==> config.mk <==
export PLATFORM = sky130hd
export DESIGN_NAME = sync_fifo
export DESIGN_NICKNAME = d
export VERILOG_FILES = /design/src/rtl/sync_fifo.sv
export SDC_FILE = /design/constraint.sdc
export NUM_CORES = 1
export LEC_CHECK = 0
export ABC_AREA = 1
export CAP_MARGIN = 20
export CORE_UTILIZATION = 30
export DETAILED_ROUTE_END_ITERATION = 10
export GPL_TIMING_DRIVEN = 1
export PLACE_DENSITY = 0.53
export RECOVER_POWER = 25
export SKIP_LAST_GASP = 1
export SYNTH_ARGS = -nofsm -noshare
export SYNTH_HDL_FRONTEND = slang
export SYNTH_SLANG_ARGS = --single-unit
==> constraint.sdc <==
create_clock -name clk -period 2.6 [get_ports clk]
set_input_delay 0.26 -clock clk [delete_from_list [all_inputs] [get_ports clk]]
set_output_delay 0.26 -clock clk [all_outputs]
set_load 0.005 [all_outputs]
==> src/rtl/sync_fifo.sv <==
// sync_fifo: single-clock first-word-fall-through FIFO.
// The head entry is always presented on out_data and qualified by out_valid.
// All outputs are decoded from registered state only.
//
// Handshake: a read is accepted when in_read is high and the FIFO is
// non-empty. A write is accepted when in_write is high and either there is
// room, or a read is accepted in the same cycle. A rejected write is dropped
// and leaves no trace. A rejected read is ignored. Both acceptances take
// effect at the rising clock edge.
module sync_fifo #(
  parameter int DATA_BITS    = 8,
  parameter int ADDRESS_BITS = 4
) (
  input  logic                    clk,
  input  logic                    reset,
  input  logic                    in_write,
  input  logic [DATA_BITS-1:0]    in_data,
  input  logic                    in_read,
  output logic [DATA_BITS-1:0]    out_data,
  output logic                    out_valid,
  output logic                    out_full,
  output logic [ADDRESS_BITS:0]   out_count
);

  localparam int                DEPTH   = 1 << ADDRESS_BITS;
  localparam logic [ADDRESS_BITS:0] DEPTH_C = (ADDRESS_BITS + 1)'(DEPTH);

  logic [DATA_BITS-1:0]    mem_q [DEPTH];
  logic [ADDRESS_BITS-1:0] wr_ptr_q, wr_ptr_d;
  logic [ADDRESS_BITS-1:0] rd_ptr_q, rd_ptr_d;
  logic [ADDRESS_BITS:0]   count_q,  count_d;

  logic rd_accept;
  logic wr_accept;

  // Acceptance decode. A full FIFO can still take a write when a pop frees
  // the slot in the same edge. An empty FIFO never pops, so no same-cycle
  // bypass exists.
  always_comb begin
    rd_accept = in_read && (count_q != '0);
    wr_accept = in_write && ((count_q != DEPTH_C) || rd_accept);
  end

  // Next-state for the pointers and the occupancy counter. The pointers wrap
  // naturally at DEPTH.
  always_comb begin
    wr_ptr_d = wr_ptr_q;
    rd_ptr_d = rd_ptr_q;
    count_d  = count_q;
    if (wr_accept) wr_ptr_d = wr_ptr_q + ADDRESS_BITS'(1);
    if (rd_accept) rd_ptr_d = rd_ptr_q + ADDRESS_BITS'(1);
    case ({wr_accept, rd_accept})
      2'b10:   count_d = count_q + (ADDRESS_BITS + 1)'(1);
      2'b01:   count_d = count_q - (ADDRESS_BITS + 1)'(1);
      default: count_d = count_q;
    endcase
  end

  // State register. Reset discards the contents logically by clearing the
  // pointers and the counter.
  always_ff @(posedge clk) begin
    if (reset) begin
      wr_ptr_q <= '0;
      rd_ptr_q <= '0;
      count_q  <= '0;
    end else begin
      wr_ptr_q <= wr_ptr_d;
      rd_ptr_q <= rd_ptr_d;
      count_q  <= count_d;
    end
  end

  // Storage write. The array is never cleared, and reset blocks a concurrent write.
  always_ff @(posedge clk) begin
    if (!reset && wr_accept) mem_q[wr_ptr_q] <= in_data;
  end

  // Output decode from registered state. out_data is forced to zero when the FIFO is empty.
  always_comb begin
    out_valid = (count_q != '0);
    out_full  = (count_q == DEPTH_C);
    out_count = count_q;
    out_data  = out_valid ? mem_q[rd_ptr_q] : '0;
  end

endmodule

# Word level (Yosys, flattened, before mapping)
# Memory sizes are Yosys's and may differ from the RTL's. A register that Yosys moved wholly into a read port is not among the register bits.
# Index checks and enable logic that the tools add are counted.
# totals
register_bits,13
mem_bits_rw,128
input_bits,12
word_cells,25
mem_count,1
# memory_table
memory,depth,word_bits,rd,rd_clocked_by_memory_dff,wr,line_no,source
mem_q,16,8,1,1,1,28,logic [DATA_BITS-1:0] mem_q [DEPTH];
# op_classes
add_sub_neg,4
eq_ne,4
mux,6
reduce_logical,7
# op_table
operator,n
$pmux 5 s2,1
$add 4x1->4 const B,2
$mux 4,2
$mux 8,1
$add 5x1->5 const B,1
$eq 5x5->1 const B,1
$ne 5x5->1 const B,1
$reduce_bool 5->1,1
$sub 5x1->5 const B,1
$logic_and 1x1->1,3
$eq 2x1->1 const B,1
$eq 2x2->1 const B,1
$mux 1,2
$reduce_bool 2->1,1
$logic_not 1->1,1
$logic_or 1x1->1,1

# Longest topological paths before layout
# Gate-level depths: netlist of the first run.
# depth
word_depth,7
depth_mapped,15
mapped_depth_nobuf,15

# Worst setup path after synthesis of the first run
# No wires, ideal clock.
# synth_timing
path_type,flip-flop to flip-flop
from,"register count_q[0], in the netlist out_count[0]"
to,"register count_q[4], in the netlist out_count[4]"
arrival_ps,1878
setup_slack_ps,607
path_stages_with_launch,16
path_buffers,0
cell_sequence,dfxtp_1 nor2_4 nand3_2 nand2_4 inv_4 nand2_4 inv_1 fa_1 nand2_1 nand2_1 a21oi_1 nand2_1 nand2_1 nand3_1 nand2_1 nor2_1
# synth_between
elab_chain_len,6
# synth_lines
item,line_no,source
from (decl),31,"logic [ADDRESS_BITS:0] count_q, count_d;"
from (signal assigned),69,count_q <= count_d;
$reduce_bool 5->1 *,n/a,
net out_valid,20,"output logic out_valid,"
$logic_and 1x1->1 *,40,rd_accept = in_read && (count_q != '0);
$logic_or 1x1->1,41,wr_accept = in_write && ((count_q != DEPTH_C) || rd_accept);
$logic_and 1x1->1,41,
$eq 2x1->1 or $eq 2x2->1 (tied branches),52,"case ({wr_accept, rd_accept})"
$pmux 5 s2 or $reduce_bool 2->1 (tied branches),n/a,
# The timed path passes the listed nets; every way through them passes the cells marked *.
# A chain may end at the register's enable or synchronous reset.

==> reports/qor.csv, run 1 <==
metric;value;unit
Root Buffer Master;clkbuf_16;
gr usage total;14.04;%
sequential cell area fraction in the yosys report;68.24;%
number of global-route vias before repair;3954;
Pins Over Slew Limit;0;
wire per inst;16.46;µm
GPL Wtd Cong;0.8184;
antenna-violating nets left;0;
critical-path cell list;inv_4, buf_12, nand2_1, nand3_1, nand3_1, nand2_1, nand2_1, a21oi_1, clkdlybuf4s50_1;
worst slack at placement;0.2803;ns
min-delay worst type;in2reg;
postcts setup bufs;0;
CP Launch Type;register;
Slew HR;46.83;%
Worst setup EP type;output pin;
crit-path max FO;14;
Hold Violations, Final;0;
Ys Warns;0;
commonest non-fill, non-tap cell in the layout;nand2_1;
Worst Setup Path Type;reg2out;
share of cells above drive strength 1;12.07;%
Worst-path clk slew;0.06;ns
detailed-route DRC error count;0;
Synth Net Count;575;
height of the die;145.0;µm
max incr delay on CP;0.54;ns
Max Root-Sink Buffers;2;
Core ar.;19720;µm²
crit-path most repeated cell;nand2_1;
largest net degree at the start of global routing;37;
library cells used by synthesis;25;
Starting Density;31.09;%
initial antenna violation count;0;
min Tclk post-route;2.514;ns
maximum vdd drop;466.8;µV
synth top area cells;edfxtp_1 63%, nand2_1 11%, nand3_1 8.6%;
setup violators final;0;
Power Density;894.5;nW/µm²
Skew-Pair Late Insertion Delay;0.41;ns
slew at the pin closest to its max-slew limit;0.7950;ns
Yosys reg bits;145;
port buffer count;26;
Final WS setup;0.08648;ns
Synth Cell Area;6131;µm²
status;complete, no violations;
CP arrival;2.25;ns
Post-CTS Hold Buffers;0;
TritonRoute pass-1 iters;5;
Worst Clk Skew;0.008628;ns
antenna fix cells;0;
H-tree levels;4;
Die X;145.0;µm
detailed placement HPWL;8.875;mm
RSZ-0062 raised after global routing;true;
fin nets;622;
Total Power;6.601;mW
CTS buffer count;17;
CTS Sinks;145;
largest area contributor in the netlist;edfxtp_1;
f_max;397.8;MHz
Routed WL;14.45;mm
initial DRC count;263;
synthesized area per cell;11.07;µm²
gate count after technology mapping;554;
most frequent cells in the layout;177 x nand2_1, 128 x edfxtp_1, 105 x nand3_1;
Max Cap Viol;0;
Critical Path RT;2.34;ns
CTS tree;done;
Overflow after GRT;0;
Layout fillers;1913;
Pleak;2.725;nW
final hold slack;0.4037;ns
vias;4086;
CP max stage cell;clkdlybuf4s50_1;
FP Rows;51;
Final Cycle Share;96.67;%
Via density;4.654;
IO Count;27;
area share of the leading cell type in the synthesized netlist;62.69;%
area delta synth->final;20.37;%
first-pass GRT wire length;22.27;mm
Die ar.;21010;µm²
==> cell usage after synthesis (all sizes together) <==
cell type,count
buf,20
nor2,35
nand2,182
nand3,108
clkbuf,5
a21oi,16
edfxtp,128
ha,8
o21ai,10
xor2,3
fa,1
nand4,1
dfxtp,17
inv,20
==> metal layers <==
layer	share of wire (%)	GRT usage [%]	wire length [µm]	vias up
met5	0	0	0	-
met2	46	21.78	6684	100
met1	48	19.40	6990	1970
met4	1.0	3.936	150	0
met3	4.3	3.428	625	14
li1	-	-	-	2002
==> registers in the layout (all words and copies together), names as in the netlist, named ones only <==
name	cells
out_count	5
rd_ptr_q	4
mem_q	128
wr_ptr_q	4
==> metrics by stage <==
| step | setup TNS (ns) | std cells | instance area [µm²] | utilization, % |
|---|---|---|---|---|
| CTS | 0 | 876 | 7313 | 37.09 |
| floorplan | 0 | 554 | 6131 | - |
| global route | -0.1068 | 878 | 7380 | 37.43 |
| finish | 0 | 878 | 7380 | 37.43 |
| detailed placement | 0 | 845 | 6771 | 34.34 |
| global placement | 0 | 845 | 6771 | 34.34 |
==> kinds of logic (layout without fill, tap and decap cells) <==
logic type      Yosys count  count (layout)  synth area share (%)
compound gates           26              26                 2.184
buf+inv                  45             104                 4.000
xor+xnor                  3               3                0.4286
fa+ha+maj                 9               9                 1.959
flops                   145             145                 68.25
simple gates            326             326                 23.18
==> timing repair <==
action,4_1_cts,5_1_grt
gates resized for setup,1,5
pin swaps,0,0
setup endpoints to repair,2,8
endpoints found under the hold margin,0,0
cloned,0,2
==> critical path, delay by kind of cell, from the launching register on <==
family / cells / cell delay [ns]
buffers and inverters: 3 / 0.84
AND/OR/NAND/NOR: 5 / 0.45
flip-flops: 1 / 0.35
AO/OA/AOI/OAI: 1 / 0.19
==> layout make-up <==
type | count | area [µm²] | share of cell area, %
Sequential cell | 145 | 4187 | 56.73
Inverter | 20 | 82.58 | 1.119
Clock inverter | 14 | 115.1 | 1.560
Multi-Input combinational cell | 364 | 1708 | 23.14
Tap cell | 265 | 331.6 | 4.493
Timing Repair Buffer | 53 | 530.5 | 7.189
Clock buffer | 17 | 425.4 | 5.765
==> report_power, final <==
group	leakage (nW)	total [mW]	switching, mW	internal (mW)
Clock	0.250	2.23	0.926	1.30
Sequential	1.29	2.70	0.0879	2.61
Combinational	1.18	1.68	0.994	0.684
==> path summary, 6_finish.rpt <==
| kind | startpoint | slack (ns) | end | cells after the start |
|---|---|---|---|---|
| max | register | 0.09 | out_data[6] | 9 |
| min | reset | 0.40 | wr_ptr_q[3]$_SDFFE_PP0N_ | 2 |
| max reg2reg | out_count[0]$_SDFFE_PP0P_ | 0.39 | out_count[4]$_SDFFE_PP0P_ | 15 |
| min reg2reg | rd_ptr_q[2]$_SDFFE_PP0N_ | 0.48 | register | 2 |
(Power assumes the default switching activity.)
==> run 2: changes to the inputs <==
Settings changed: CELL_PAD_IN_SITES_DETAIL_PLACEMENT from default to 1, CELL_PAD_IN_SITES_GLOBAL_PLACEMENT from default to 2, PLACE_DENSITY 0.53 to 0.69.
==> reports/qor.csv, run 2 (synthesized netlist as in run 1, its figures left out) <==
metric;value;unit
Post-DP Area;6784;µm²
port buffer count;26;
commonest non-fill, non-tap cell in the layout;nand2_1;
CTS tree;done;
initial antenna violation count;0;
status;complete, no violations;
detailed placement HPWL;9.637;mm
Routed WL;15.67;mm
wire per inst;17.80;µm
worst hold start;reset;
height of the die;145.0;µm
Max Root-Sink Buffers;2;
CTS buffer count;17;
vias;4148;
area delta synth->final;21.94;%
Hold Violations, Final;0;
CTS Sinks;145;
GPL Wtd Cong;0.7642;
setup violators final;0;
Core ar.;19720;µm²
Via density;4.714;
Power Density;918.2;nW/µm²
NetSw;2.032;mW
Worst setup EP type;output pin;
min Tclk post-route;2.498;ns
Die X;145.0;µm
Total Power;6.865;mW
crit-path max FO;17;
Starting Density;31.09;%
switching part of the total;29.59;%
min-delay worst type;in2reg;
worst slack at placement;0.2894;ns
Skew-Pair Late Insertion Delay;0.41;ns
CP arrival;2.24;ns
largest reg by FF count;mem_q;
most frequent cells in the layout;178 x nand2_1, 128 x edfxtp_1, 105 x nand3_1;
share of cells above drive strength 1;12.03;%
antenna fix cells;0;
Pint;4.833;mW
Worst-path clk slew;0.06;ns
Clock Power Share;35.3;%
Pins Over Slew Limit;0;
Finished Cell Area;7476;µm²
largest net degree at the start of global routing;47;
Logic pwr share;25.2;%
Final Cycle Share;96.07;%
detailed-route DRC error count;0;
Critical Path RT;2.34;ns
Root Buffer Master;clkbuf_16;
IO Count;27;
slew at the pin closest to its max-slew limit;0.6325;ns
Slew HR;57.70;%
Die ar.;21010;µm²
first-pass GRT wire length;24.51;mm
worst r2r src;out_count[0]$_SDFFE_PP0P_;
Post-CTS Hold Buffers;0;
Worst Clk Skew;0.007493;ns
fin nets;623;
RSZ-0062 raised after global routing;true;
f_max;400.4;MHz
number of global-route vias before repair;4416;
TritonRoute pass-1 iters;4;
Sequential Power Share;39.5;%
Final WS setup;0.1022;ns
FF-to-FF setup slack;0.34;ns
H-tree levels;4;
FP Rows;51;
Worst Setup Path Type;reg2out;
Overflow after GRT;0;
gr usage total;15.35;%
Pleak;2.775;nW
max reg flops;128;
maximum vdd drop;446.7;µV
initial DRC count;176;
Max Cap Viol;0;
CP Launch Type;register;
antenna-violating nets left;0;
==> run 2: changes by cell type in the layout (fill, tap and decap cells not counted), moves of 2 or more <==
| cell | change |
|---|---|
| clkbuf_1 | +3 |
| clkinv_2 | +3 |
| clkinvlp_4 | -2 |
| buf_12 | +2 |
| buf_4 | -3 |
| buf_6 | +2 |
| inv_6 | -2 |
| clkinv_1 | -2 |
| bufinv_16 | +2 |
| dfxtp_2 | -2 |
==> run 2: power groups by stage <==
stage	sequential [mW]	clock [mW]	combinational, mW
2_1_floorplan	2.72	0	1.02
3_3_place_gp	2.74	0	1.62
3_5_place_dp	2.75	0	1.65
4_1_cts	2.70	2.46	1.66
5_1_grt	2.72	2.56	1.94
6_report	2.71	2.42	1.73
==> run 2: worst max-delay path, stage by stage, from the launching register on <==
cell and delay (ns):
dfxtp_4 0.40, inv_8 0.11, buf_12 0.16, nand2_1 0.07
nand3_1 0.07, nand3_1 0.12, nand2_1 0.10, nand2_1 0.09
a21oi_1 0.16, clkdlybuf4s50_1 0.53
==> run 2: per-stage QoR <==
step	std cells	util, %	setup TNS (ns)	hold slack (ns)
6_report	880	37.91	0	0.3997
5_1_grt	880	37.91	-0.03008	0.4165
4_1_cts	877	37.38	0	0.3876
3_5_place_dp	845	34.41	0	0.4754
3_3_place_gp	845	34.41	0	0.4717
2_1_floorplan	554	-	0	0.3291
==> run 2: path summary, 6_finish.rpt <==
check | endpoint | cells after the start
worst max-delay path | out_data[2] | 9
worst min-delay path | wr_ptr_q[3]$_SDFFE_PP0N_ | 2
worst max register to register | out_count[4]$_SDFFE_PP0P_ | 15
worst min register to register | register | 2
==> run 2: timing repair <==
item	in CTS	in global routing
gates cloned	0	3
gates resized for setup	2	9
buffers inserted	0	0
endpoints found under the setup margin	4	7
==> run 2: final cells by class <==
class	count	area, µm²
Fill cell	2155	12240
Timing Repair Buffer	54	580.6
Tap cell	265	331.6
Sequential cell	145	4188
Clock inverter	12	142.6
Multi-Input combinational cell	364	1705
Inverter	20	91.34
Clock buffer	20	436.7
==> run 2: layer usage <==
metal	track usage, %	wire length, µm	vias up
met1	19.16	7300	2077
li1	-	-	2001
met4	4.309	166	0
met5	0	0	-
met3	3.711	478	12
met2	26.27	7720	58
==> run 3: changes to the inputs <==
Settings changed: GPL_TIMING_DRIVEN 1 to 0, RECOVER_POWER 25 to default, SLEW_MARGIN from default to 20.
==> reports/qor.csv, run 3 (synthesized netlist as in run 1, its figures left out) <==
metric;value;unit
CP max stage cell;clkdlybuf4s50_1;
Total Power;6.813;mW
Pins Over Slew Limit;0;
min Tclk post-route;2.520;ns
placed cell count;845;
Via density;4.673;
Root Buffer Master;clkbuf_16;
area occupied by multi-input gates;1762;µm²
Hold Violations, Final;0;
path depth of the worst reg2reg path;6;
first-pass GRT wire length;25.81;mm
Post-CTS Hold Buffers;0;
largest net degree at the start of global routing;17;
Worst Setup Path Type;reg2out;
Core ar.;19720;µm²
setup violators final;0;
status;complete, no violations;
CTS buffer count;17;
CTS tree;done;
crit-path max FO;10;
Max Cap Viol;0;
IO Count;27;
final core utilization;37.50;%
antenna-violating nets left;0;
Hold Crit Depth;2;
share of cells above drive strength 1;13.89;%
number of global-route vias before repair;4315;
Final Cycle Share;96.91;%
FF-to-FF setup slack;0.31;ns
fin nets;621;
GPL Wtd Cong;0.7889;
Die X;145.0;µm
max incr delay on CP;0.53;ns
RR Endpoint;mem_q[15][4]$_DFFE_PP_;
H-tree levels;4;
antenna fix cells;0;
initial DRC count;145;
CTS Sinks;145;
CP top delay family;buffers and inverters;
detailed-route DRC error count;0;
slew at the pin closest to its max-slew limit;1.012;ns
RSZ-0062 raised after global routing;true;
Routed WL;16.76;mm
TNS Setup;0;ns
CP Launch Type;register;
Worst Clk Skew;0.007648;ns
Max Root-Sink Buffers;2;
Skew-Pair Late Insertion Delay;0.42;ns
worst r2r src;out_count[0]$_SDFFE_PP0P_;
vias;4098;
max reg flops;128;
worst hold endpoint;wr_ptr_q[3]$_SDFFE_PP0N_;
most frequent cells in the layout;178 x nand2_1, 128 x edfxtp_1, 96 x nand3_1;
CP arrival;2.26;ns
maximum vdd drop;471.9;µV
fin cells;877;
commonest non-fill, non-tap cell in the layout;nand2_1;
detailed placement HPWL;11.73;mm
TritonRoute pass-1 iters;4;
met2 Use GR;27.69;%
Reg area;4185;µm²
grt met1 use;21.92;%
gr usage total;16.94;%
Starting Density;31.09;%
largest reg by FF count;mem_q;
area delta synth->final;20.61;%
Worst-path clk slew;0.06;ns
Die ar.;21010;µm²
Overflow after GRT;0;
Slew HR;32.28;%
FP Rows;51;
port buffer count;26;
Power Density;921.4;nW/µm²
Layout fillers;2131;
f_max;396.9;MHz
grt peak-use layer;met2;
Buf/Inv on CP;4;
min-delay worst type;in2reg;
critical-path cell list;buf_4, inv_1, buf_4, nand3_1, nand3_1, nand2_1, nand2_1, a21oi_1, clkdlybuf4s50_1;
worst hold start;reset;
Post-DP Area;6723;µm²
Critical Path RT;2.34;ns
Pleak;2.783;nW
height of the die;145.0;µm
Worst setup EP type;output pin;
met3 usage;3.585;%
initial antenna violation count;0;
Finished Cell Area;7395;µm²
wire per inst;19.11;µm
## run 3: metrics by stage
stage                     worst slack, ns  hold slack (ns)
after floorplan                    0.6071           0.3291
after global placement            0.09706           0.4726
after detailed placement          0.06188           0.4751
after CTS                        -0.01476           0.3883
after global routing             -0.06088           0.4196
final                             0.08031           0.4095
## run 3: worst max path at each step
stage | startpoint | endpoint | slack [ns] | depth (start not counted)
2_1_floorplan | out_count[0]$_SDFFE_PP0P_ | out_count[4]$_SDFFE_PP0P_ | 0.61 | 15
3_3_place_gp | in_write | mem_q[10][3]$_DFFE_PP_ | 0.1 | 5
3_5_place_dp | in_write | mem_q[10][3]$_DFFE_PP_ | 0.06 | 5
4_1_cts | register | out_data[7] | -0.01 | 9
5_1_grt | register | out_data[6] | -0.06 | 9
6_report | register | out_data[6] | 0.08 | 9
## run 3: layer usage
layer | vias up | routed length [µm]
met5 | - | 0
met4 | 0 | 284
met3 | 18 | 634
met2 | 74 | 8122
met1 | 2005 | 7717
li1 | 2001 | -
## run 3: what timing repair did
| item | in CTS | in global routing |
|---|---|---|
| gates resized for setup | 26 | 14 |
| setup buffers | 1 | 0 |
| setup endpoints to repair | 8 | 8 |
## run 3: report_power, final
part / total [mW] / internal (mW) / switching [mW]
registers: 2.69 / 2.61 / 0.0778
clock network: 2.26 / 1.31 / 0.952
logic: 1.87 / 0.712 / 1.16
## run 3: layout make-up
type | count | area share, %
Buffer | 25 | 2.724
Clock buffer | 18 | 5.804
Clock inverter | 13 | 1.574
Inverter | 20 | 1.168
Multi-Input combinational cell | 364 | 23.82
Sequential cell | 145 | 56.60
Tap cell | 265 | 4.484
Timing Repair Buffer | 27 | 3.824
